## src/rtl/mod_banderas_reg_if.sv

```systemverilog
// Result/flag bus between the ALU result mux (master) and the registered flag unit (slave).
// Handshake: in_valid qualifies every input for one edge (no backpressure); out_valid pulses one cycle per accepted result.
interface mod_banderas_reg_if #(
  parameter int WIDTH  = 6,
  parameter int ZCNT_W = 4
);
  logic              in_valid;
  logic [WIDTH-1:0]  resultado;
  logic              a_msb;
  logic              b_msb;
  logic              carry_out;
  logic              es_resta;
  logic              clr_sticky;
  logic              out_valid;
  logic              zf;
  logic              sf;
  logic              cf;
  logic              of;
  logic              pf;
  logic [3:0]        sticky;
  logic [ZCNT_W-1:0] zero_run;
  logic              zero_run_sat;

  modport master (
    output in_valid, resultado, a_msb, b_msb, carry_out, es_resta, clr_sticky,
    input  out_valid, zf, sf, cf, of, pf, sticky, zero_run, zero_run_sat
  );

  modport slave (
    input  in_valid, resultado, a_msb, b_msb, carry_out, es_resta, clr_sticky,
    output out_valid, zf, sf, cf, of, pf, sticky, zero_run, zero_run_sat
  );
endinterface

```

## src/rtl/mod_banderas_reg.sv

```systemverilog
// Registered ALU status flags (ZF/SF/CF/OF/PF), sticky accumulators and saturating zero-run counter.
// Optional even-parity flag enabled by defining BANDERA_PF_EN; otherwise pf is tied to 0.
module mod_banderas_reg #(
  parameter int WIDTH  = 6,
  parameter int ZCNT_W = 4
) (
  input  logic               clk,
  input  logic               rst_n,
  mod_banderas_reg_if.slave  bus
);
  localparam logic [ZCNT_W-1:0] ZMAX = '1;

  logic              n_zf, n_sf, n_cf, n_of, b_eff;
  logic [3:0]        sticky_base;
  logic [ZCNT_W-1:0] zr_next;

  logic              out_valid_q;
  logic              zf_q, sf_q, cf_q, of_q;
  logic [3:0]        sticky_q;
  logic [ZCNT_W-1:0] zero_run_q;
  logic              sat_q;

  always_comb begin
    n_zf  = (bus.resultado == '0);
    n_sf  = bus.resultado[WIDTH-1];
    // subtract feeds inverted B into the adder, so carry inverts into borrow
    n_cf  = bus.carry_out ^ bus.es_resta;
    b_eff = bus.b_msb ^ bus.es_resta;
    n_of  = (bus.a_msb == b_eff) && (n_sf != bus.a_msb);
    sticky_base = bus.clr_sticky ? 4'b0000 : sticky_q;
    zr_next = '0;
    if (n_zf) begin
      zr_next = (zero_run_q == ZMAX) ? ZMAX : zero_run_q + 1'b1;
    end
  end

  always_ff @(posedge clk) begin
    if (!rst_n) begin
      out_valid_q <= 1'b0;
      zf_q        <= 1'b0;
      sf_q        <= 1'b0;
      cf_q        <= 1'b0;
      of_q        <= 1'b0;
      sticky_q    <= 4'b0000;
      zero_run_q  <= '0;
      sat_q       <= 1'b0;
    end else begin
      out_valid_q <= bus.in_valid;
      if (bus.in_valid) begin
        zf_q       <= n_zf;
        sf_q       <= n_sf;
        cf_q       <= n_cf;
        of_q       <= n_of;
        sticky_q   <= sticky_base | {n_of, n_cf, n_sf, n_zf};
        zero_run_q <= zr_next;
        sat_q      <= (zr_next == ZMAX);
      end else begin
        sticky_q   <= sticky_base;
      end
    end
  end

`ifdef BANDERA_PF_EN
  logic pf_q;

  always_ff @(posedge clk) begin
    if (!rst_n) begin
      pf_q <= 1'b0;
    end else if (bus.in_valid) begin
      pf_q <= ~(^bus.resultado);
    end
  end

  assign bus.pf = pf_q;
`else
  assign bus.pf = 1'b0;
`endif

  assign bus.out_valid    = out_valid_q;
  assign bus.zf           = zf_q;
  assign bus.sf           = sf_q;
  assign bus.cf           = cf_q;
  assign bus.of           = of_q;
  assign bus.sticky       = sticky_q;
  assign bus.zero_run     = zero_run_q;
  assign bus.zero_run_sat = sat_q;
endmodule
```

## src/flat_wrapper.sv

```systemverilog
// flat-port wrapper written by rule: the top's interface ports become plain ports
module mod_banderas_reg_flat 
#(
  parameter int WIDTH  = 6,
  parameter int ZCNT_W = 4
)
  (clk, rst_n, bus_in_valid, bus_resultado, bus_a_msb, bus_b_msb, bus_carry_out, bus_es_resta, bus_clr_sticky, bus_out_valid, bus_zf, bus_sf, bus_cf, bus_of, bus_pf, bus_sticky, bus_zero_run, bus_zero_run_sat);
  mod_banderas_reg_if #(.WIDTH(WIDTH), .ZCNT_W(ZCNT_W)) bus_i ();
  input  logic clk;
  input  logic rst_n;
  input wire logic [$bits(bus_i.in_valid)-1:0] bus_in_valid;
  input wire logic [$bits(bus_i.resultado)-1:0] bus_resultado;
  input wire logic [$bits(bus_i.a_msb)-1:0] bus_a_msb;
  input wire logic [$bits(bus_i.b_msb)-1:0] bus_b_msb;
  input wire logic [$bits(bus_i.carry_out)-1:0] bus_carry_out;
  input wire logic [$bits(bus_i.es_resta)-1:0] bus_es_resta;
  input wire logic [$bits(bus_i.clr_sticky)-1:0] bus_clr_sticky;
  output wire logic [$bits(bus_i.out_valid)-1:0] bus_out_valid;
  output wire logic [$bits(bus_i.zf)-1:0] bus_zf;
  output wire logic [$bits(bus_i.sf)-1:0] bus_sf;
  output wire logic [$bits(bus_i.cf)-1:0] bus_cf;
  output wire logic [$bits(bus_i.of)-1:0] bus_of;
  output wire logic [$bits(bus_i.pf)-1:0] bus_pf;
  output wire logic [$bits(bus_i.sticky)-1:0] bus_sticky;
  output wire logic [$bits(bus_i.zero_run)-1:0] bus_zero_run;
  output wire logic [$bits(bus_i.zero_run_sat)-1:0] bus_zero_run_sat;
  assign bus_i.in_valid = bus_in_valid;
  assign bus_i.resultado = bus_resultado;
  assign bus_i.a_msb = bus_a_msb;
  assign bus_i.b_msb = bus_b_msb;
  assign bus_i.carry_out = bus_carry_out;
  assign bus_i.es_resta = bus_es_resta;
  assign bus_i.clr_sticky = bus_clr_sticky;
  assign bus_out_valid = bus_i.out_valid;
  assign bus_zf = bus_i.zf;
  assign bus_sf = bus_i.sf;
  assign bus_cf = bus_i.cf;
  assign bus_of = bus_i.of;
  assign bus_pf = bus_i.pf;
  assign bus_sticky = bus_i.sticky;
  assign bus_zero_run = bus_i.zero_run;
  assign bus_zero_run_sat = bus_i.zero_run_sat;
  mod_banderas_reg #(.WIDTH(WIDTH), .ZCNT_W(ZCNT_W)) u_core (.clk(clk), .rst_n(rst_n), .bus(bus_i));
endmodule
```

## config.mk

```make
export PLATFORM = sky130hd
export DESIGN_NAME = mod_banderas_reg_flat
export DESIGN_NICKNAME = d
export VERILOG_FILES = /design/src/rtl/mod_banderas_reg_if.sv /design/src/rtl/mod_banderas_reg.sv /design/src/flat_wrapper.sv
export SDC_FILE = /design/constraint.sdc
export NUM_CORES = 1
export LEC_CHECK = 0
export CELL_PAD_IN_SITES_DETAIL_PLACEMENT = 0
export CELL_PAD_IN_SITES_GLOBAL_PLACEMENT = 1
export CORE_MARGIN = 3
export CORE_UTILIZATION = 42
export CTS_BUF_LIST = sky130_fd_sc_hd__clkbuf_4 sky130_fd_sc_hd__clkbuf_8 sky130_fd_sc_hd__clkbuf_16
export CTS_CLUSTER_DIAMETER = 40
export DETAILED_ROUTE_END_ITERATION = 10
export DONT_BUFFER_PORTS = 1
export GPL_TIMING_DRIVEN = 0
export PLACE_DENSITY_LB_ADDON = 0.1
export SLEW_MARGIN = 20
export SYNTH_ARGS = -nofsm -noshare
export SYNTH_HDL_FRONTEND = slang
export SYNTH_SLANG_ARGS = --single-unit
export TNS_END_PERCENT = 1
```

## constraint.sdc

```tcl
create_clock -name clk -period 2 [get_ports clk]
set_input_delay 0.4 -clock clk [delete_from_list [all_inputs] [get_ports clk]]
set_output_delay 0.4 -clock clk [all_outputs]
set_load 0.03 [all_outputs]
```

Yosys cells after proc, flatten, opt, wreduce, memory -nomap -nowiden
Cells that the tools add are included.
- register bits: 14
- word-level logic and storage cells: 22
- add/subtract/negate cells: 1
- eq/ne operators: 4
- muxes and demuxes: 4
- bitwise logic cells: 3
- reductions and logical operators: 2
- operators with widths (cell ; count):
    $mux 4 ; 4
    $eq 4x4->1 const B ; 2
    $logic_not 6->1 ; 1
    $add 4x1->4 const B ; 1
    $or 4x4->4 ; 1
    $xor 1x1->1 ; 2
    $eq 1x1->1 ; 1
    $logic_and 1x1->1 ; 1
    $ne 1x1->1 ; 1

Longest topological paths before layout
Gate-level depths: netlist of the first run.
- depth after elaboration: 5
- depth in mapped cells: 5
- mapped depth without buffers: 5

Worst setup path before layout of the first run
OpenSTA, ideal clock, no wires.
- kind: input-to-reg
- from: in bus_resultado[0]
- to: reg u_core.zero_run_q[3], in the netlist u_core.bus.zero_run[3]
- library setup time: 0.059 ns
- arrival: 1.627 ns
- required time: 1.941 ns
- slack: 0.314 ns
- stages on the path: 4
- path buffers: 0
- path through: or4_4 or4b_4 o22ai_1 and2_1
- word-level cells in the longest chain between the ends: 2
- ends and longest elaborated chain (element ; line ; RTL):
    start, declared ; flat_wrapper.sv:12 ; input wire logic [$bits(bus_i.resultado)-1:0] bus_resultado;
    $logic_not 6->1 ; mod_banderas_reg.sv:24 ; n_zf = (bus.resultado == '0);
    $mux 4 ; mod_banderas_reg.sv:32 ; if (n_zf) begin
    end signal, assigned ; mod_banderas_reg.sv:55 ; zero_run_q <= zr_next;
    end, declared ; mod_banderas_reg.sv:20 ; logic [ZCNT_W-1:0] zero_run_q;
No other way between the ends.
A chain may end at the register's enable or synchronous reset.

Worst setup path in the final report of the first run
- from: reg u_core.zero_run_q[0], in the netlist u_core.bus.zero_run[0]
- to: reg u_core.sat_q, in the netlist u_core.bus.zero_run_sat
- word-level cells in the longest chain between the ends: 4
- ends and longest elaborated chain (element ; line ; RTL):
    $add 4x1->4 or $eq 4x4->1 (tied branches) ; mod_banderas_reg.sv:33 ; zr_next = (zero_run_q == ZMAX) ? ZMAX : zero_run_q + 1'b1;
    $mux 4 * ; mod_banderas_reg.sv:33 ;
    $mux 4 * ; mod_banderas_reg.sv:32 ;
    $eq 4x4->1 * ; mod_banderas_reg.sv:56 ; sat_q <= (zr_next == ZMAX);
    end signal, assigned ; mod_banderas_reg.sv:56 ;
    end, declared ; mod_banderas_reg.sv:21 ; logic sat_q;
Every way passes the cells marked *; elsewhere a longest branch is shown, timed or not.

==> key figures, run 1 <==
Synthesis
  • Synth warn: 0
  • Asr flop ratio synth: 0%
  • Yosys reg bits: 14
  • Yosys top cell by area: dfxtp_1
  • Synth area leaders: dfxtp_1, nand2b_1, a21boi_0
  • Top-count cell post-synth: dfxtp_1
  • Syn Nets: 84
  • Post-Syn Area: 661 µm²
  • Post-synthesis cell type count: 27
  • Sequential-to-total area share from yosys stat: 42.4%
  • Top-area cell type share of the netlist area: 42.4%
  • Main synth FF type: dfxtp_1
  • EDFF count, synth: 0
  • Top cells by count, synth: dfxtp_1, nand2b_1, a21boi_0
  • Syn Inst Count: 69
  • Avg Synthesized Cell Area: 9.57 µm²

Clocking
  • # Post-CTS Setup Buffers: 0
  • Insertion delay to the later sink of the worst-skew pair: 0.28 ns
  • Clk root buf: clkbuf_4
  • CTS tree: done
  • Post_cts resized: 0
  • CTS buffer count: 3
  • Sink Count: 14
  • Clk slew on worst S/H paths: 0.09 ns
  • Longest Clk Path Bufs: 2
  • H-tree Lvls: 1
  • Post-cts hold buffer count: 0

Power
  • Logic pwr share: 6.2%
  • Max IR drop VDD: 0.000457 V
  • Cell Int Power: 0.416 mW
  • Pwr Density: 769 nW/µm²
  • Total power: 0.551 mW
  • Clock power share: 37.8%
  • Reg power frac: 56.0%
  • Sw power: 0.135 mW
  • Leak pwr: 0.281 nW
  • Net switching fraction of the power: 24.5%

Floorplanning
  • Die Ht: 45.7 µm
  • Std cell rows: 13
  • IO Pins: 29
  • Core area: 1380 µm²
  • Chip Width: 45.7 µm
  • Initial Util: 47.8%
  • Die ar.: 2080 µm²

Layout
  • Fillers: 122
  • Footprint of the multi-input gates: 357 µm²
  • Final net count: 89
  • Register area: 280 µm²
  • P&R area growth vs syn: 8.33%
  • Non-Filler Instances: 88
  • Share of post-route cells with drive strength above 1: 12.3%
  • Antenna fix cells: 0

Routing
  • Final wirelength: 1250 µm
  • Vias: 507
  • Routed len/inst: 14.2 µm
  • Post-route ant nets: 0
  • # DRC: 0
  • Drt pass-1 iters: 4
  • Via/cell ratio: 5.76
  • Initial drt markers: 5

Worst setup path
  • Worst path max stage delay: 0.60 ns
  • CP bufs+invs: 0
  • Crit path DAT: 1.73 ns
  • Crit-path slowest cell: dfxtp_1
  • Critical path peak fanout: 6
  • Startpoint Class: flip-flop
  • CP required: 2.21 ns
  • Worst setup EP type: flip-flop
  • Setup CP Type: flip-flop to flip-flop
  • CP top delay family: flip-flops
  • Worst-path cell chain: ha_1 > and3_1 > o21ai_0 > o31ai_1

GRT
  • Largest net degree at the start of global routing: 11
  • Total GRT Usage: 13.6%
  • Grt ovf: 0
  • Initial antenna violation count: 0
  • First-pass GRT wire length: 2020 µm
  • Vias in the first global route: 444

Place
  • Placed insts: 84
  • IO buf count: 0
  • Final GP Congestion: 0.732
  • HPWL Detailed: 950 µm

Run
  • Maxcap violations: 0

Hold path
  • Worst min-delay path class: input port to flip-flop

STA
  • Final min period: 1.53 ns
  • Max Transition Viols Final: 0
  • Final setup viols: 0
  • Clk_skew: 0.000247 ns
  • Setup TNS: 0 ns
  • Unrepaired setup endpoints after global routing: false
  • Final hold vios: 0
  • FMAX: 0.655 GHz
  • Period utilization: 76.3%

Outcome
  • Status: finished, final reports clean
-- power groups by stage --
stage,combinational [mW],sequential [mW],clock [mW]
3_5_place_dp,0.0345,0.315,0
4_1_cts,0.0345,0.309,0.214
2_1_floorplan,0.0296,0.314,0
6_report,0.0340,0.309,0.208
3_3_place_gp,0.0345,0.315,0
5_1_grt,0.0382,0.310,0.226
-- cells by family after synthesis --
group | count (synthesis) | share of synthesized area, %
other | 1 | 0.568
buffers and inverters | 5 | 3.60
adders and majority gates | 1 | 1.89
AOI/OAI and AO/OA | 18 | 20.3
muxes | 2 | 3.03
and+or+nand+nor | 26 | 25.6
xor gates and xnor gates | 2 | 2.65
DFF | 14 | 42.4
-- layout make-up --
class                   instances  area share, %
inverters                       2           1.05
plain buffers                   3           2.27
flip-flops and latches         14           39.2
clock buffers                   4           5.07
well taps                      15           2.62
multi-input cells              50           49.8
-- per-layer routing --
layer / track usage, % / share of wire, % / vias up
met5: 0 / 0 / -
met4: 5.26 / 0 / 0
met3: 5.93 / 15 / 0
met2: 17.3 / 38 / 34
met1: 19.5 / 47 / 219
li1: - / - / 254
-- stage by stage --
stage          utilization, %  area (µm²)  hold WS (ns)  setup slack [ns]
6_report                 51.8         716         0.281             0.474
5_1_grt                  51.8         716         0.286             0.374
4_1_cts                  51.8         716         0.282             0.457
3_5_place_dp             49.1         679         0.589             0.274
3_3_place_gp             49.1         679         0.585             0.271
2_1_floorplan               -         661         0.569             0.314
-- registers in the layout (all words and copies together) (netlist names) --
name                     flops
u_core.bus.zf                1
u_core.bus.sticky            4
u_core.bus.out_valid         1
u_core.bus.zero_run_sat      1
u_core.bus.sf                1
u_core.bus.of                1
u_core.bus.cf                1
u_core.bus.zero_run          4
-- layout by cell type (no fill, tap or decap), types with 2 or more instances in the layout --
master     n
and2_1     3
clkbuf_4   3
nand2b_1  11
a21o_1     2
a21boi_0   6
xor2_1     2
nand3_1    2
mux2i_1    2
nand2_1    3
o211ai_1   3
nor2b_1    3
dfxtp_1   14
inv_1      2
a21boi_1   2
-- worst paths after layout --
path                                             start  cells after the start                                   end  slack, ns
setup reg to reg   u_core.bus.zero_run[0]$_SDFFE_PN0P_                      4  u_core.bus.zero_run_sat$_SDFFE_PN0P_       0.47
hold reg to reg   u_core.bus.zero_run_sat$_SDFFE_PN0P_                      2  u_core.bus.zero_run_sat$_SDFFE_PN0P_       0.62
hold / removal                        bus_resultado[5]                      2       u_core.bus.sticky[1]$_SDFF_PN0_       0.28
setup / recovery   u_core.bus.zero_run[0]$_SDFFE_PN0P_                      4  u_core.bus.zero_run_sat$_SDFFE_PN0P_       0.47
Power figures use the tool's default switching activity.
==> run 2: changes to the inputs <==
Settings changed: CORE_UTILIZATION 42 to 38.
Clock period 2 ns to 1.2 ns, I/O delays scaled along.
==> run 2 against run 1 <==
Net effect:
- the run now ends with negative setup slack left
- sequential share of layout area decreased by 1.3 points
- combinational power is 72% higher
- critical path depth stayed put
- cell count up 2.3%
- register-to-register slack got worse by 0.55 ns
- sequential cell count did not move
- cell area increased by 7.2%
- first-iteration DRC count rose by 20%
- hold slack lost 0.14 ns
- sequential power is 65% higher
- setup slack got worse by 0.59 ns
==> key figures, run 2 (same netlist as run 1, synthesis figures left out) <==
Hold path
  • Worst min-delay path class: input port to flip-flop
  • Worst Hold Endpoint: u_core.bus.zf$_SDFFE_PN0P_
  • Hold Startpoint: bus_in_valid
  • Min-Delay Path Depth: 2

Clocking
  • Post-cts hold buffer count: 0
  • Sink Count: 14
  • Clk root buf: clkbuf_4
  • Longest Clk Path Bufs: 2
  • H-tree Lvls: 1
  • CTS tree: done
  • Insertion delay to the later sink of the worst-skew pair: 0.27 ns
  • CTS buffer count: 3
  • Clk slew on worst S/H paths: 0.08 ns

Layout
  • Non-Filler Instances: 90
  • Utilization after layout: 48.7%
  • Most frequent cells in the layout: nand2b_1, dfxtp_1, a21boi_0
  • Post-Layout Inst Area: 767 µm²
  • Share of post-route cells with drive strength above 1: 23.0%
  • Antenna fix cells: 0
  • Final net count: 91
  • Commonest non-fill, non-tap cell in the layout: nand2b_1
  • P&R area growth vs syn: 16.1%

Outcome
  • Failing checks: negative setup slack
  • Status: complete, but fails checks

Floorplanning
  • Core area: 1580 µm²
  • Die Ht: 47.7 µm
  • Std cell rows: 14
  • IO Pins: 29
  • Die ar.: 2270 µm²
  • Initial Util: 41.9%
  • Chip Width: 47.7 µm

STA
  • Final hold vios: 0
  • Max Transition Viols Final: 0
  • Post-route setup slack: -0.116 ns
  • Period utilization: 110%
  • Clk_skew: 0.00214 ns
  • Final setup viols: 3
  • Unrepaired setup endpoints after global routing: true
  • FMAX: 0.760 GHz
  • Final min period: 1.32 ns

Worst setup path
  • Critical path peak fanout: 2
  • Worst flop-to-flop path endpoint: u_core.bus.zero_run_sat$_SDFFE_PN0P_
  • R2r worst-path depth: 5
  • CP required: 1.42 ns
  • Setup CP Type: input port to flip-flop
  • Crit path DAT: 1.53 ns
  • Worst setup EP type: flip-flop
  • Reg-to-reg startpoint: u_core.bus.zero_run[0]$_SDFFE_PN0P_
  • Setup slack, reg-to-reg: -0.08 ns
  • Startpoint Class: input port

Power
  • Cell Int Power: 0.620 mW
  • Total power: 0.825 mW
  • Clock power share: 31.1%
  • Pwr Density: 1080 nW/µm²
  • Reg power frac: 61.8%
  • Max IR drop VDD: 0.000880 V
  • Net switching fraction of the power: 24.8%
  • Logic pwr share: 7.1%
  • Sw power: 0.205 mW
  • Leak pwr: 0.289 nW

Place
  • HPWL Detailed: 1020 µm
  • Placed insts: 85
  • Post-placement cell area: 681 µm²
  • IO buf count: 0
  • Place WS: -0.371 ns
  • Final GP Congestion: 0.716

Routing
  • Routed len/inst: 15.3 µm
  • Via/cell ratio: 5.54
  • Drt pass-1 iters: 3
  • Vias: 499
  • Initial drt markers: 6
  • Final wirelength: 1380 µm
  • Post-route ant nets: 0
  • # DRC: 0

GRT
  • Initial antenna violation count: 0
  • First-pass GRT wire length: 2100 µm
  • Total GRT Usage: 13.5%
  • Largest net degree at the start of global routing: 11
  • Grt ovf: 0
  • Vias in the first global route: 448

Run
  • Maxcap violations: 0
[run 2: how the worst max path moves through the flow]
stage               slack [ns]                                    to                           startpoint
finish                   -0.12   u_core.bus.zero_run[3]$_SDFFE_PN0P_                     bus_resultado[0]
global placement         -0.37  u_core.bus.zero_run_sat$_SDFFE_PN0P_                     bus_resultado[0]
floorplan                -0.33   u_core.bus.zero_run[3]$_SDFFE_PN0P_                     bus_resultado[0]
global route             -0.12  u_core.bus.zero_run_sat$_SDFFE_PN0P_  u_core.bus.zero_run[0]$_SDFFE_PN0P_
CTS                      -0.08   u_core.bus.zero_run[3]$_SDFFE_PN0P_                     bus_resultado[0]
detailed placement       -0.37   u_core.bus.zero_run[3]$_SDFFE_PN0P_                     bus_resultado[0]
[run 2: layout make-up]
cell class / instances / area [µm²]
plain buffers: 3 / 16.3
clock buffers: 3 / 22.5
fillers: 156 / 810
inverters: 2 / 7.51
multi-input cells: 50 / 395
flip-flops and latches: 14 / 290
well taps: 16 / 20.0
repair buffers: 2 / 15.0
[run 2: through the flow]
stage / setup TNS, ns / hold WS, ns
after floorplan: -1.10 / 0.409
after global routing: -0.332 / 0.132
final: -0.202 / 0.137
after global placement: -1.92 / 0.427
after detailed placement: -1.90 / 0.427
after CTS: -0.162 / 0.131
[run 2: power groups by stage]
| stage | logic, mW | registers, mW | clock network (mW) |
|---|---|---|---|
| finish | 0.0584 | 0.510 | 0.257 |
| global route | 0.0669 | 0.513 | 0.294 |
| CTS | 0.0588 | 0.510 | 0.266 |
| detailed placement | 0.0587 | 0.526 | 0 |
| global placement | 0.0584 | 0.526 | 0 |
| floorplan | 0.0493 | 0.524 | 0 |
[run 2: per-layer routing]
layer	share of wire, %	global-route usage, %	up-vias	wire, µm
met3	9.2	8.65	3	127
li1	-	-	251	-
met2	47	18.5	19	644
met1	43	17.8	226	598
met4	0.58	3.23	0	8
met5	0	0	-	0
[run 2: critical path: stages]
cell and delay, ns:
or4_4 0.54, or4b_4 0.52, o22ai_2 0.11, and2_1 0.13
[run 2: repair_timing]
action / CTS / global route
resized for setup: 7 / 6
pin swaps: 0 / 3
setup endpoints to repair: 5 / 5
buffers inserted: 1 / 1
==> run 3: changes to the inputs <==
Settings changed: SETUP_SLACK_MARGIN from default to 0.2.
==> run 3 against run 2 <==
Net effect:
- the run still ends with negative setup slack left
- setup slack improved by 0.00059 ns
- combinational power barely moved
- clock power barely moved
- clock skew barely moved
- critical path depth did not move
- fmax barely moved
- wire length rose by 0.87%
- sequential share of layout area rose by 1.1 points
- first-iteration DRC count fell by 50%
- hold slack got worse by 0.0092 ns
- utilization rose by 0.87 points
- global-route usage did not move
==> key figures, run 3 (same netlist as run 1, synthesis figures left out) <==
Outcome
  • Status: complete, but fails checks
  • Failing checks: negative setup slack

Layout
  • Antenna fix cells: 0
  • Utilization after layout: 49.5%
  • Commonest non-fill, non-tap cell in the layout: nand2b_1
  • Final net count: 91
  • Most frequent cells in the layout: nand2b_1, dfxtp_2, a21boi_0
  • P&R area growth vs syn: 18.2%
  • Non-Filler Instances: 90
  • Share of post-route cells with drive strength above 1: 35.1%

GRT
  • Largest net degree at the start of global routing: 11
  • Initial antenna violation count: 0
  • Grt ovf: 0
  • Total GRT Usage: 13.5%
  • Vias in the first global route: 454
  • First-pass GRT wire length: 2100 µm

Routing
  • Vias: 498
  • Via/cell ratio: 5.53
  • Post-route ant nets: 0
  • Routed len/inst: 15.4 µm
  • # DRC: 0
  • Final wirelength: 1390 µm
  • Drt pass-1 iters: 4
  • Initial drt markers: 3

STA
  • Final min period: 1.32 ns
  • Unrepaired setup endpoints after global routing: true
  • Max Transition Viols Final: 0
  • Clk_skew: 0.00220 ns
  • Post-route setup slack: -0.116 ns
  • Final hold vios: 0
  • Period utilization: 110%
  • Hold WS: 0.128 ns
  • FMAX: 0.760 GHz
  • Final setup viols: 3

Power
  • Pwr Density: 1060 nW/µm²
  • Max IR drop VDD: 0.000842 V
  • Leak pwr: 0.293 nW
  • Total power: 0.825 mW

Run
  • Maxcap violations: 0

Worst setup path
  • Crit path DAT: 1.53 ns
  • CP required: 1.42 ns
  • Startpoint Class: input port
  • Setup CP Type: input port to flip-flop
  • Setup slack, reg-to-reg: -0.08 ns
  • Critical path peak fanout: 2
  • Worst setup EP type: flip-flop

Clocking
  • Clk root buf: clkbuf_4
  • Sink Count: 14
  • CTS buffer count: 3
  • Longest Clk Path Bufs: 2
  • Clk slew on worst S/H paths: 0.08 ns
  • H-tree Lvls: 1
  • Insertion delay to the later sink of the worst-skew pair: 0.27 ns
  • CTS tree: done

Floorplanning
  • Initial Util: 41.9%
  • Die Ht: 47.7 µm
  • IO Pins: 29
  • Core area: 1580 µm²
  • Die ar.: 2270 µm²
  • Chip Width: 47.7 µm
  • Std cell rows: 14

Place
  • Placed insts: 85
  • HPWL Detailed: 1020 µm
  • Final GP Congestion: 0.716
  • IO buf count: 0

Hold path
  • Worst min-delay path class: input port to flip-flop
-- run 3: power breakdown --
| group | leakage [nW] | switching, mW | internal, mW | total, mW |
|---|---|---|---|---|
| clock network | 0.0138 | 0.140 | 0.116 | 0.256 |
| logic | 0.158 | 0.0284 | 0.0301 | 0.0586 |
| registers | 0.121 | 0.0360 | 0.475 | 0.511 |
| total | 0.293 | 0.204 | 0.621 | 0.825 |
-- run 3: per-layer routing --
layer / wire length [µm] / track usage, %
met1: 592 / 17.8
met2: 653 / 18.5
met3: 135 / 8.65
met4: 8 / 3.23
met5: 0 / 0
-- run 3: final timing paths --
kind | from | end | cells after the start
max | bus_resultado[0] | u_core.bus.zero_run[3]$_SDFFE_PN0P_ | 4
min reg2reg | u_core.bus.zf$_SDFFE_PN0P_ | u_core.bus.zf$_SDFFE_PN0P_ | 2
max reg2reg | u_core.bus.zero_run[0]$_SDFFE_PN0P_ | u_core.bus.zero_run_sat$_SDFFE_PN0P_ | 5
min | bus_in_valid | u_core.bus.zf$_SDFFE_PN0P_ | 2
-- run 3: cell type report --
type / count / area [µm²]
Fill cell: 158 / 796
Multi-Input combinational cell: 50 / 395
Sequential cell: 14 / 304
Clock buffer: 3 / 22.5
Tap cell: 16 / 20.0
Buffer: 3 / 16.3
Timing Repair Buffer: 2 / 15.0
Inverter: 2 / 7.51
-- run 3: critical path, stage by stage --
cell	delay, ns
or4_4	0.54
or4b_4	0.51
o22ai_2	0.11
and2_1	0.13
-- run 3: what timing repair did --
item                       in CTS  in global routing
setup endpoints to repair      21                 10
gates cloned                    0                  0
pin swaps                       1                  3
hold buffers                    0                  0
setup buffers                   1                  1
resized for setup              16                  7
-- run 3: through the flow --
step                setup WS [ns]  instance area (µm²)  TNS [ns]
global route               -0.124                  781    -0.349
CTS                       -0.0835                  743    -0.161
finish                     -0.116                  781    -0.226
detailed placement         -0.371                  681     -1.90
global placement           -0.374                  681     -1.92
floorplan                  -0.326                  661     -1.10
